--- config.mk ---
export PLATFORM = sky130hd
export DESIGN_NAME = ddr2_cmd_arbiter
export DESIGN_NICKNAME = d
export VERILOG_FILES = /design/src/rtl/ddr2_cmd_arbiter.sv
export SDC_FILE = /design/constraint.sdc
export NUM_CORES = 1
export LEC_CHECK = 0
export ABC_CLOCK_PERIOD_IN_PS = 3400
export CORE_UTILIZATION = 43
export DETAILED_ROUTE_END_ITERATION = 12
export PLACE_DENSITY = 0.92
export SYNTH_ARGS = -nofsm -noshare
export SYNTH_HDL_FRONTEND = slang
export SYNTH_SLANG_ARGS = --single-unit
--- constraint.sdc ---
create_clock -name ck -period 3.4 [get_ports ck]
set_input_delay 0.51 -clock ck [delete_from_list [all_inputs] [get_ports ck]]
set_output_delay 0.51 -clock ck [all_outputs]
set_load 0.02 [all_outputs]
--- src/rtl/ddr2_cmd_arbiter.sv ---
// ddr2_cmd_arbiter: sequences init, auto-refresh and round-robin user read/write access onto one DDR2 command bus
module ddr2_cmd_arbiter #(
    parameter int BA_BITS      = 3,
    parameter int ADDR_BITS    = 13,
    parameter int NUM_CH       = 2,
    parameter int TREFI_CYC    = 1560,
    parameter int MAX_PEND     = 8,
    parameter int REF_POSTPONE = 0
) (
    input  logic                 ck,
    input  logic                 rst_n,
    input  logic                 init_end,
    input  logic                 init_cke,
    input  logic [3:0]           init_cmd,
    input  logic [BA_BITS-1:0]   init_ba,
    input  logic [ADDR_BITS-1:0] init_addr,
    output logic                 aref_en,
    input  logic [3:0]           aref_cmd,
    input  logic [ADDR_BITS-1:0] aref_addr,
    input  logic                 aref_end,
    input  logic [NUM_CH-1:0]    ch_req,
    input  logic [NUM_CH-1:0]    ch_wr,
    output logic [NUM_CH-1:0]    ch_gnt,
    output logic [NUM_CH-1:0]    ch_done,
    output logic                 wr_en,
    output logic                 rd_en,
    input  logic [3:0]           eng_cmd,
    input  logic [BA_BITS-1:0]   eng_ba,
    input  logic [ADDR_BITS-1:0] eng_addr,
    input  logic                 eng_end,
    output logic                 ddr2_cke,
    output logic                 ddr2_cs_n,
    output logic                 ddr2_ras_n,
    output logic                 ddr2_cas_n,
    output logic                 ddr2_we_n,
    output logic [BA_BITS-1:0]   ddr2_ba,
    output logic [ADDR_BITS-1:0] ddr2_addr,
    output logic                 ref_ovf
);
    localparam int TW = TREFI_CYC > 1 ? $clog2(TREFI_CYC) : 1;
    localparam int PW = $clog2(MAX_PEND + 1);
    localparam int CW = NUM_CH > 1 ? $clog2(NUM_CH) : 1;

    typedef enum logic [4:0] {
        INIT  = 5'b00001,
        IDLE  = 5'b00010,
        AREF  = 5'b00100,
        WRITE = 5'b01000,
        READ  = 5'b10000
    } state_t;

    state_t          state;
    logic [TW-1:0]   timer;
    logic [PW-1:0]   pend;
    logic [CW-1:0]   ptr;
    logic [CW-1:0]   win;
    logic [NUM_CH-1:0] rot;
    logic            tick;
    logic            ref_done;
    logic            go_aref;

    // rot puts the pointer channel at bit 0; the lowest set bit of rot is the round-robin winner
    always_comb begin
        tick     = state != INIT && timer == TW'(TREFI_CYC - 1);
        ref_done = state == AREF && aref_end;
        go_aref  = pend != '0 && (REF_POSTPONE == 0 || ch_req == '0 || pend == PW'(MAX_PEND));
        rot      = NUM_CH'({ch_req, ch_req} >> ptr);
        win      = '0;
        for (int i = NUM_CH - 1; i >= 0; i--)
            if (rot[i]) win = CW'((int'(ptr) + i) % NUM_CH);
        ch_done  = (rst_n && eng_end && (state == WRITE || state == READ)) ? ch_gnt : '0;
    end

    always_ff @(posedge ck) begin
        if (!rst_n || state == INIT) begin
            timer <= '0;
            pend  <= '0;
        end else begin
            timer <= tick ? '0 : timer + 1'b1;
            if (tick && !ref_done && pend != PW'(MAX_PEND))
                pend <= pend + 1'b1;
            else if (ref_done && !tick && pend != '0)
                pend <= pend - 1'b1;
        end
    end

    always_ff @(posedge ck)
        ref_ovf <= rst_n && (ref_ovf || (tick && !ref_done && pend == PW'(MAX_PEND)));

    always_ff @(posedge ck) begin
        if (!rst_n) begin
            state     <= INIT;
            ptr       <= '0;
            ch_gnt    <= '0;
            aref_en   <= 1'b0;
            wr_en     <= 1'b0;
            rd_en     <= 1'b0;
            ddr2_cke  <= 1'b0;
            {ddr2_cs_n, ddr2_ras_n, ddr2_cas_n, ddr2_we_n} <= 4'b1111;
            ddr2_ba   <= '0;
            ddr2_addr <= '0;
        end else begin
            aref_en  <= 1'b0;
            wr_en    <= 1'b0;
            rd_en    <= 1'b0;
            ddr2_cke <= state == INIT ? init_cke : 1'b1;
            case (state)
                INIT: begin
                    {ddr2_cs_n, ddr2_ras_n, ddr2_cas_n, ddr2_we_n} <= init_cmd;
                    ddr2_ba   <= init_ba;
                    ddr2_addr <= init_addr;
                    if (init_end) state <= IDLE;
                end
                IDLE: begin
                    {ddr2_cs_n, ddr2_ras_n, ddr2_cas_n, ddr2_we_n} <= 4'b0111;
                    if (go_aref) begin
                        state   <= AREF;
                        aref_en <= 1'b1;
                    end else if (ch_req != '0) begin
                        state  <= ch_wr[win] ? WRITE : READ;
                        wr_en  <= ch_wr[win];
                        rd_en  <= !ch_wr[win];
                        ch_gnt <= NUM_CH'(1) << win;
                        ptr    <= win == CW'(NUM_CH - 1) ? '0 : win + 1'b1;
                    end
                end
                AREF: begin
                    {ddr2_cs_n, ddr2_ras_n, ddr2_cas_n, ddr2_we_n} <= aref_cmd;
                    ddr2_ba   <= '0;
                    ddr2_addr <= aref_addr;
                    if (aref_end) state <= IDLE;
                end
                default: begin
                    {ddr2_cs_n, ddr2_ras_n, ddr2_cas_n, ddr2_we_n} <= eng_cmd;
                    ddr2_ba   <= eng_ba;
                    ddr2_addr <= eng_addr;
                    if (eng_end) begin
                        state  <= IDLE;
                        ch_gnt <= '0;
                    end
                end
            endcase
        end
    end
endmodule

==> flow_summary.json, run 1 <==
{
  "outcome": "completed",
  "tightestPinTransition_ns": 0.784,
  "fin_crit_ns": 2.88,
  "syn-mean-instance-area_um2": 8.91,
  "clock.fmax_mhz": 347,
  "hpwl_um": 4920,
  "cts_root_buffer": "clkbuf_8",
  "synth_top_area_share_pct": 40.7,
  "min_path_type": "flop to flop",
  "cts_buffer_depth": 2,
  "synth_top_area_cell": "dfxtp_1",
  "die_w_um": 76.1,
  "final_cell_mix": "clkdlybuf4s50_1 (95), dfxtp_1 (48), nand2_1 (33)",
  "synthCells": 265,
  "seq_area_frac_synth_pct": 40.7,
  "power_leakage_nw": 1.24,
  "via_count": 2388,
  "row_count": 26,
  "placed_area_um2": 3350,
  "finalHoldViolCount": 0,
  "worstPathArrival_ns": 3.08,
  "swShare_pct": 32.2,
  "holdWs_ns": 0.458,
  "gr-usage-met3_pct": 4.67,
  "grt_util_all_layers_pct": 25.2,
  "critPathMaxFanout": 8,
  "vias_per_cell": 5.58,
  "final_common_cell": "clkdlybuf4s50_1",
  "ys_warn_count": 0,
  "drive_above_1_share_pct": 6.98,
  "die_area_um2": 5790,
  "wirelength_um": 6770,
  "cap_viol_max_count": 0,
  "netlist_area_um2": 2360,
  "synth-edff-count": 0,
  "intPower_uw": 991,
  "grt-ovfl-total": 0,
  "postCtsSetupBuffers": 0,
  "p_clk_share_pct": 22.6,
  "avgRoutedWirePerCell_um": 15.8,
  "synth_cell_types": 60,
  "grt_first_pass_wirelength_um": 11900,
  "ios": 96,
  "maxSlewViolCount": 0,
  "cts_num_sinks": 48,
  "globalRouteMet1Util_pct": 29.1,
  "ys.flop_type": "dfxtp_1",
  "h-tree-depth": 2,
  "core_area_um2": 5200,
  "tritoncts": "yes",
  "critPathKind": "input pin to flop",
  "async_flop_share_pct": 0,
  "syn2layout_area_growth_pct": 45.3,
  "power_frac_seq_pct": 44.8,
  "postCtsHoldBufs": 0,
  "antenna_cells": 0,
  "drt_pass1_iterations": 4,
  "stdcell_area_um2": 3430,
  "fin_worst_skew_ns": 0.00331,
  "power_density_nw_per_um2": 426,
  "ctsResizeCount": 0,
  "rsz0062_at_grt": "no",
  "setup_viol": 0,
  "comb_power_share_pct": 32.6,
  "syn_nets": 336,
  "nets": 429,
  "end_kind": "flop",
  "finalWeightedCongestion": 0.803,
  "synthTopCellsByArea": "dfxtp_1 (41%), nand2_1 (5.2%), a221oi_1 (5.2%), a21oi_1 (3.8%), nor2_1 (3.8%)",
  "ys_ff_latch": 48,
  "finalSetupTns_ns": 0,
  "crit_path_start_kind": "input pin",
  "required_ns": 3.59,
  "clk_pin_slew_ns": 0.08,
  "ir_drop_mv": 0.241,
  "cts_made_buffers": 5,
  "power.switching_uw": 469,
  "grt_max_degree": 31,
  "antenna_found_initial": 0,
  "grt_pass1_vias": 2585,
  "drtIter0Drc": 119,
  "use_met2_pct": 45.7,
  "die_y_um": 76.1,
  "ant_nets": 0,
  "relSlewSlack_pct": 47.7,
  "drc": 0,
  "portBuffers": 95,
  "grt-busiest-layer": "met2",
  "clk_latency_ns": 0.30,
  "start_util_pct": 45.4,
  "fin_crit_sh_pct": 84.7
}
==> worst paths after layout <==
path / slack [ns] / endpoint / startpoint / cells past startpoint
worst max-delay path: 0.52 / pend[3]$_SDFFE_PP0P_ / aref_end / 10
worst min-delay path: 0.46 / timer[0]$_SDFF_PP0_ / timer[0]$_SDFF_PP0_ / 1
worst max register to register: 0.54 / pend[3]$_SDFFE_PP0P_ / timer[5]$_SDFF_PP0_ / 10
worst min register to register: 0.46 / timer[0]$_SDFF_PP0_ / timer[0]$_SDFF_PP0_ / 1
==> synthesized netlist by cell type (5+ instances only) <==
master / instances
xnor2_1: 9
a21oi_1: 18
nor2_1: 24
nand4_1: 5
o21ai_0: 16
mux2i_1: 5
nand3_1: 13
dfxtp_1: 48
clkbuf_1: 7
nand2_1: 33
a221oi_1: 14
==> power groups by stage <==
| stage | registers (mW) | clock network, mW | logic (mW) |
|---|---|---|---|
| floorplan | 0.712 | 0 | 0.212 |
| global placement | 0.663 | 0 | 0.465 |
| detailed placement | 0.666 | 0 | 0.477 |
| CTS | 0.654 | 0.333 | 0.478 |
| global route | 0.661 | 0.356 | 0.520 |
| finish | 0.654 | 0.330 | 0.476 |
==> state kept, by name, summed over array words and instances (netlist names) <==
| signal | flops |
|---|---|
| ddr2_we_n | 1 |
| timer | 11 |
| ddr2_ras_n | 1 |
| aref_en | 1 |
| ddr2_cs_n | 1 |
| ddr2_cas_n | 1 |
| ddr2_ba | 3 |
| ref_ovf | 1 |
| ddr2_cke | 1 |
| rd_en | 1 |
| ch_gnt | 2 |
| state | 5 |
| wr_en | 1 |
| pend | 4 |
| ptr | 1 |
| ddr2_addr | 13 |
==> through the flow <==
step / power [mW] / cells / worst slack, ns / util (%)
floorplan: 0.924 / 265 / 0.634 / -
global placement: 1.13 / 421 / 0.360 / 64.4
detailed placement: 1.14 / 421 / 0.228 / 64.4
CTS: 1.46 / 428 / 0.534 / 65.9
global route: 1.54 / 428 / 0.380 / 65.9
finish: 1.46 / 428 / 0.519 / 65.9
==> worst max-delay path, cell delays in order <==
cell,delay (ns)
clkdlybuf4s50_1,0.47
nor4bb_1,0.47
nand2_2,0.23
nand3_1,0.23
ha_1,0.30
a21oi_1,0.16
nand2_1,0.12
or3_2,0.41
nand4_1,0.10
o31ai_1,0.07
==> area by class of cell <==
cell class	count	area, um^2
clock buffer	6	72.6
multi-input combinational	198	1300
clock inverter	1	5.00
sequential	48	961
fill	421	1770
inverter	5	18.8
tap	70	87.6
timing repair buffer	100	988
==> logic make-up (layout without fill, tap and decap cells) <==
group / Yosys count / in the layout / share of synthesized area [%]
AND/OR/NAND/NOR: 103 / 103 / 23.1
AO/OA/AOI/OAI: 72 / 72 / 21.8
flip-flops: 48 / 48 / 40.7
buffers and inverters: 19 / 112 / 4.35
XOR/XNOR: 14 / 14 / 5.51
multiplexers: 5 / 5 / 2.12
adder cells (fa/ha/maj): 4 / 4 / 2.44
==> per-layer routing <==
layer / routed length (um) / share of wire (%)
met1: 2810 / 42
met2: 3490 / 52
met3: 284 / 4.2
met4: 178 / 2.6
met5: 0 / 0
Power figures use the tool's default switching activity.
==> run 2, diff against run 1 <==
ABC_CLOCK_PERIOD_IN_PS = 2700   (was 3400)
clock period = 2.7 ns   (was 3.4 ns; I/O delays follow)
==> flow_summary.json, run 2 (same netlist as run 1, synthesis figures left out) <==
{
  "outcome": "completed",
  "instances_no_fill": 432,
  "cts_num_sinks": 48,
  "crit_path_start_kind": "flop",
  "tritoncts": "yes",
  "via_count": 2409,
  "start_util_pct": 45.4,
  "required_ns": 2.89,
  "fin_crit_sh_pct": 94.9,
  "drive_above_1_share_pct": 9.67,
  "path_cells": "or4b_4, a2111oi_4, nand3_2, ha_4, a21oi_2, nand2_1, or3_4, nand4_1, o31ai_1",
  "drc": 0,
  "relSlewSlack_pct": 51.7,
  "syn2layout_area_growth_pct": 49.9,
  "fillers": 404,
  "min_path_type": "flop to flop",
  "finalSetupTns_ns": 0,
  "final_cell_mix": "clkdlybuf4s50_1 (95), dfxtp_1 (47), nand2_1 (33)",
  "setup_viol": 0,
  "cp_slowest_cell": "or4b_4",
  "postCtsHoldBufs": 0,
  "die_y_um": 76.1,
  "ir_drop_mv": 0.403,
  "finalHoldViolCount": 0,
  "cts_root_buffer": "clkbuf_8",
  "postCtsSetupBuffers": 0,
  "die_w_um": 76.1,
  "cp_top_family": "simple AND/OR/NAND/NOR gates",
  "final_common_cell": "clkdlybuf4s50_1",
  "fin_crit_ns": 2.56,
  "holdWs_ns": 0.461,
  "wirelength_um": 6930,
  "h-tree-depth": 2,
  "row_count": 26,
  "cts_made_buffers": 5,
  "clock.fmax_mhz": 390,
  "ctsResizeCount": 0,
  "drt_pass1_iterations": 4,
  "finalWeightedCongestion": 0.832,
  "die_area_um2": 5790,
  "grt_pass1_vias": 2342,
  "antenna_cells": 0,
  "grt_max_degree": 31,
  "power_leakage_nw": 1.28,
  "clk_latency_ns": 0.31,
  "crit_cells": 9,
  "vias_per_cell": 5.58,
  "antenna_found_initial": 0,
  "min_path_cells": 1,
  "critPathKind": "flop to flop",
  "end_kind": "flop",
  "clk_pin_slew_ns": 0.09,
  "cp_num_buf_inv": 0,
  "ios": 96,
  "ant_nets": 0,
  "cap_viol_max_count": 0,
  "maxSlewViolCount": 0,
  "grt_util_all_layers_pct": 24.2,
  "portBuffers": 95,
  "slowest_delay_ns": 0.51,
  "nets": 432,
  "regMostFlops": "ddr2_addr",
  "critPathMaxFanout": 5,
  "rsz0062_at_grt": "no",
  "avgRoutedWirePerCell_um": 16.1,
  "power_density_nw_per_um2": 568,
  "worstPathArrival_ns": 2.76,
  "drtIter0Drc": 119,
  "r2r_cells": 9,
  "grt-ovfl-total": 0,
  "fin_worst_skew_ns": 0.0125,
  "grt_first_pass_wirelength_um": 11200,
  "largest_reg_flops": 13,
  "top_regs": "ddr2_addr x13, timer x11, state x5",
  "hpwl_um": 5040,
  "tightestPinTransition_ns": 0.720,
  "cts_buffer_depth": 2,
  "core_area_um2": 5200,
  "placed_cells": 424
}
## run 2: cell type report
| type | instances | area [um^2] | area share (%) |
|---|---|---|---|
| inverters | 5 | 18.8 | 0.530 |
| multi-input cells | 198 | 1330 | 37.7 |
| repair buffers | 103 | 1010 | 28.6 |
| flip-flops and latches | 48 | 962 | 27.2 |
| clock buffers | 7 | 96.3 | 2.72 |
| well taps | 70 | 87.6 | 2.48 |
| clock inverters | 1 | 30.0 | 0.849 |
## run 2: path summary, 6_finish.rpt
kind,start,end,slack [ns]
worst max-delay path,timer[4]$_SDFF_PP0_,pend[3]$_SDFFE_PP0P_,0.14
worst min-delay path,timer[0]$_SDFF_PP0_,timer[0]$_SDFF_PP0_,0.46
worst min register to register,timer[0]$_SDFF_PP0_,timer[0]$_SDFF_PP0_,0.46
worst max register to register,timer[4]$_SDFF_PP0_,pend[3]$_SDFFE_PP0P_,0.14
## run 2: power breakdown
| part | internal [mW] | total (mW) | switching [mW] |
|---|---|---|---|
| logic | 0.300 | 0.617 | 0.317 |
| registers | 0.776 | 0.825 | 0.0490 |
| clock network | 0.327 | 0.568 | 0.241 |
| total | 1.40 | 2.01 | 0.607 |
## run 2: through the flow
stage / utilization, % / setup slack, ns / power (mW) / instance area [um^2]
after floorplan: - / 0.0103 / 1.16 / 2390
after global placement: 65.4 / 0.103 / 1.43 / 3400
after detailed placement: 65.4 / 0.0238 / 1.45 / 3400
after CTS: 67.8 / 0.00715 / 2.01 / 3530
after global routing: 68.0 / 0.0318 / 2.10 / 3540
final: 68.0 / 0.137 / 2.01 / 3540
## run 2: worst reg2reg max path, stage by stage (launching register included)
cell and delay [ns]:
dfxtp_1 0.40, or4b_4 0.51, a2111oi_4 0.35, nand3_2 0.19
ha_4 0.29, a21oi_2 0.12, nand2_1 0.11, or3_4 0.34
nand4_1 0.09, o31ai_1 0.07
## run 2: metal layers
layer	share of wire, %	vias up	wire, um	track usage (%)
met5	0	-	0	0
met4	2.2	0	153	12.3
met3	4.5	14	312	4.07
met2	54	81	3730	42.6
li1	-	1167	-	-
met1	40	1147	2740	28.3
==> edit, RTL diff (settings of run 2) <==
Reset style: asynchronous (`rst_n`), changed in one clocked block.
--- a/src/rtl/ddr2_cmd_arbiter.sv
+++ b/src/rtl/ddr2_cmd_arbiter.sv
@@ -87,7 +87,7 @@
     always_ff @(posedge ck)
         ref_ovf <= rst_n && (ref_ovf || (tick && !ref_done && pend == PW'(MAX_PEND)));
 
-    always_ff @(posedge ck) begin
+    always_ff @(posedge ck or negedge rst_n) begin
         if (!rst_n) begin
             state     <= INIT;
             ptr       <= '0;
Check against the original RTL: differs if rst_n is asserted again (counterexample within 4 cycles, from zero or initial values and one cycle with rst_n low); with rst_n held inactive, the same outputs for 10 cycles.
==> edit against run 2 <==
Sequential cell count stayed put; setup slack got worse by 0.078 ns; critical endpoint unchanged; area after synthesis is 1.1% higher; wire length grew 1.5%; global-route usage up 0.54 points; first-iteration DRC count up 79%; fmax down 2.9%; non-clock buffer count up 13; cell area rose by 5.0%.
Power is not compared: it rests on default switching activity, and its combinational part moved more than twofold at a synthesized area within 25%.
==> edit: results (changes against run 2) <==
run status completed; DR WL/cell 16.3 um (+1.5%); Critical Path Max Stage Delay 0.58 ns (+0.07 ns); layout cell share with drive strength beyond 1 15.7% (+6.1 points); initial antenna violation count 0 (unchanged); root buf cell clkbuf_8; power per cell area 785 nW/um^2; Final HPWL DP 5.22 mm (+3.5%); dpl cells 421 (-0.71%); total CTS buffers 5 (unchanged); Slowest-stage cell, CP dfstp_2; Hold Crit Class reg -> reg; Fill cells 373 (-7.7%); biggest regs ddr2_addr (13), timer (11), state (5); Syn Inst Count 250 (-5.7%); relative slew slack 69.4% (+18 points); Synthesis Warnings 0 (unchanged); Clock Latency Late Sink 0.31 ns (about the same); peak supply drop 548 uV; clk slew on worst S/H paths 0.10 ns; Pre-antenna DRT Iters 5 (+1); ANT cells 0 (unchanged); clock skew 0.00995 ns (-0.00254 ns); ys async rst share 66.7% (+67 points); count of different cell masters after synthesis 53 (-12%); syn_nets 321 (-4.5%); vias in the first global route 2,386 (+1.9%); P_leak 1.49 nW; top cells by area, synth dfrtp_1 (28%), dfxtp_1 (13%), dfstp_2 (5.5%); sequential share of the synthesized area 47.2% (+6.5 points); largest fanout on the critical path 6 (+1); Total GRT Usage 24.8% (+0.54 points); first-pass GRT wire length 11.4 mm (+1.5%); port buffer count 95 (unchanged); placed instance area 3520 sq um (+3.4%); total length of routed wires 7.04 mm (+1.5%); nets@finish 432 (unchanged); largest net degree at the start of global routing 36 (+16%); Top Family by Delay on Critical Path simple AND/OR/NAND/NOR gates; global placement routability congestion 0.887 (+6.6%); 1st-iter DRT viols 213 (+79%); flip-flop count of the largest register after layout 13 (unchanged); Worst Path Arrival 2.84 ns (+0.08 ns); vias post-DR 2,347 (-2.6%); Commonest cells post-synth nand2_1 (33), nor2_1 (32), dfrtp_1 (27); Bufs on Longest Clock Path 2 (unchanged); H-tree lvl count 2 (unchanged)
-- edit: cell count changes in the layout (fill, tap and decap cells not counted), moves of 6 or more --
cell      before  now
dfrtp_1        0   27
nor3_1         1    9
nor2_1        24   32
dfxtp_1       47   14
o21ai_0       16    3
buf_4          8   21
a221oi_1      14    3
a31oi_1        1   11
a22oi_1        4   10
a21oi_1       17    6
-- edit: what timing repair did --
action                     CTS  global route
setup buffers                1             2
pin swaps                    1             4
setup endpoints to repair    1             1
resized for setup            3             9
-- edit: routing by layer --
layer	GRT usage (%)	wire length (um)	part of all wire (%)	vias to the layer above
li1	-	-	-	1118
met1	28.0	2840	40	1119
met2	45.6	3760	53	89
met3	4.31	290	4.1	21
met4	10.4	155	2.2	0
met5	0	0	0	-
-- edit: kinds of logic (layout without fill, tap and decap cells) --
kind of cell             Yosys count  count (layout)  synth area share (%)
AO/OA/AOI/OAI                     51              51                  15.8
XOR/XNOR                          12              12                  4.40
adder cells (fa/ha/maj)            4               4                  2.41
buffers and inverters             20             132                  4.04
flip-flops                        48              48                  47.2
multiplexers                       2               2                  1.36
AND/OR/NAND/NOR                  113             113                  24.8
-- edit: path summary, 6_finish.rpt --
check,startpoint,endpoint,slack (ns),depth (start not counted)
max in group asynchronous,rst_n,ddr2_cs_n,1.79,2
worst max-delay path,state[0],pend[3],0.06,10
worst max register to register,state[0],pend[3],0.06,10
worst min register to register,ref_ovf,ref_ovf,0.48,1
min in group asynchronous,rst_n,ddr2_addr[10],0.58,2
worst min-delay path,ref_ovf,ref_ovf,0.48,1
-- edit: final cells by class --
cell class	count	area share, %
multi-input combinational	182	33.2
sequential	48	30.4
timing repair buffer	116	29.8
tap	70	2.36
clock buffer	6	2.22
clock inverter	2	1.04
inverter	8	0.943
-- edit: stage by stage --
| stage | hold slack [ns] | setup slack [ns] |
|---|---|---|
| 3_5_place_dp | 0.457 | -0.0350 |
| 5_1_grt | 0.509 | -0.0115 |
| 6_report | 0.475 | 0.0595 |
| 3_3_place_gp | 0.446 | 0.0455 |
| 4_1_cts | 0.479 | 0.000102 |
| 2_1_floorplan | 0.109 | -0.0545 |
-- edit: where the power goes --
| group | switching (W) | internal, W | leakage [nW] |
|---|---|---|---|
| registers | 0.000111 | 0.000931 | 0.505 |
| logic | 0.000685 | 0.000632 | 0.925 |
| clock network | 0.000254 | 0.000303 | 0.0614 |
| total | 0.00105 | 0.00187 | 1.49 |
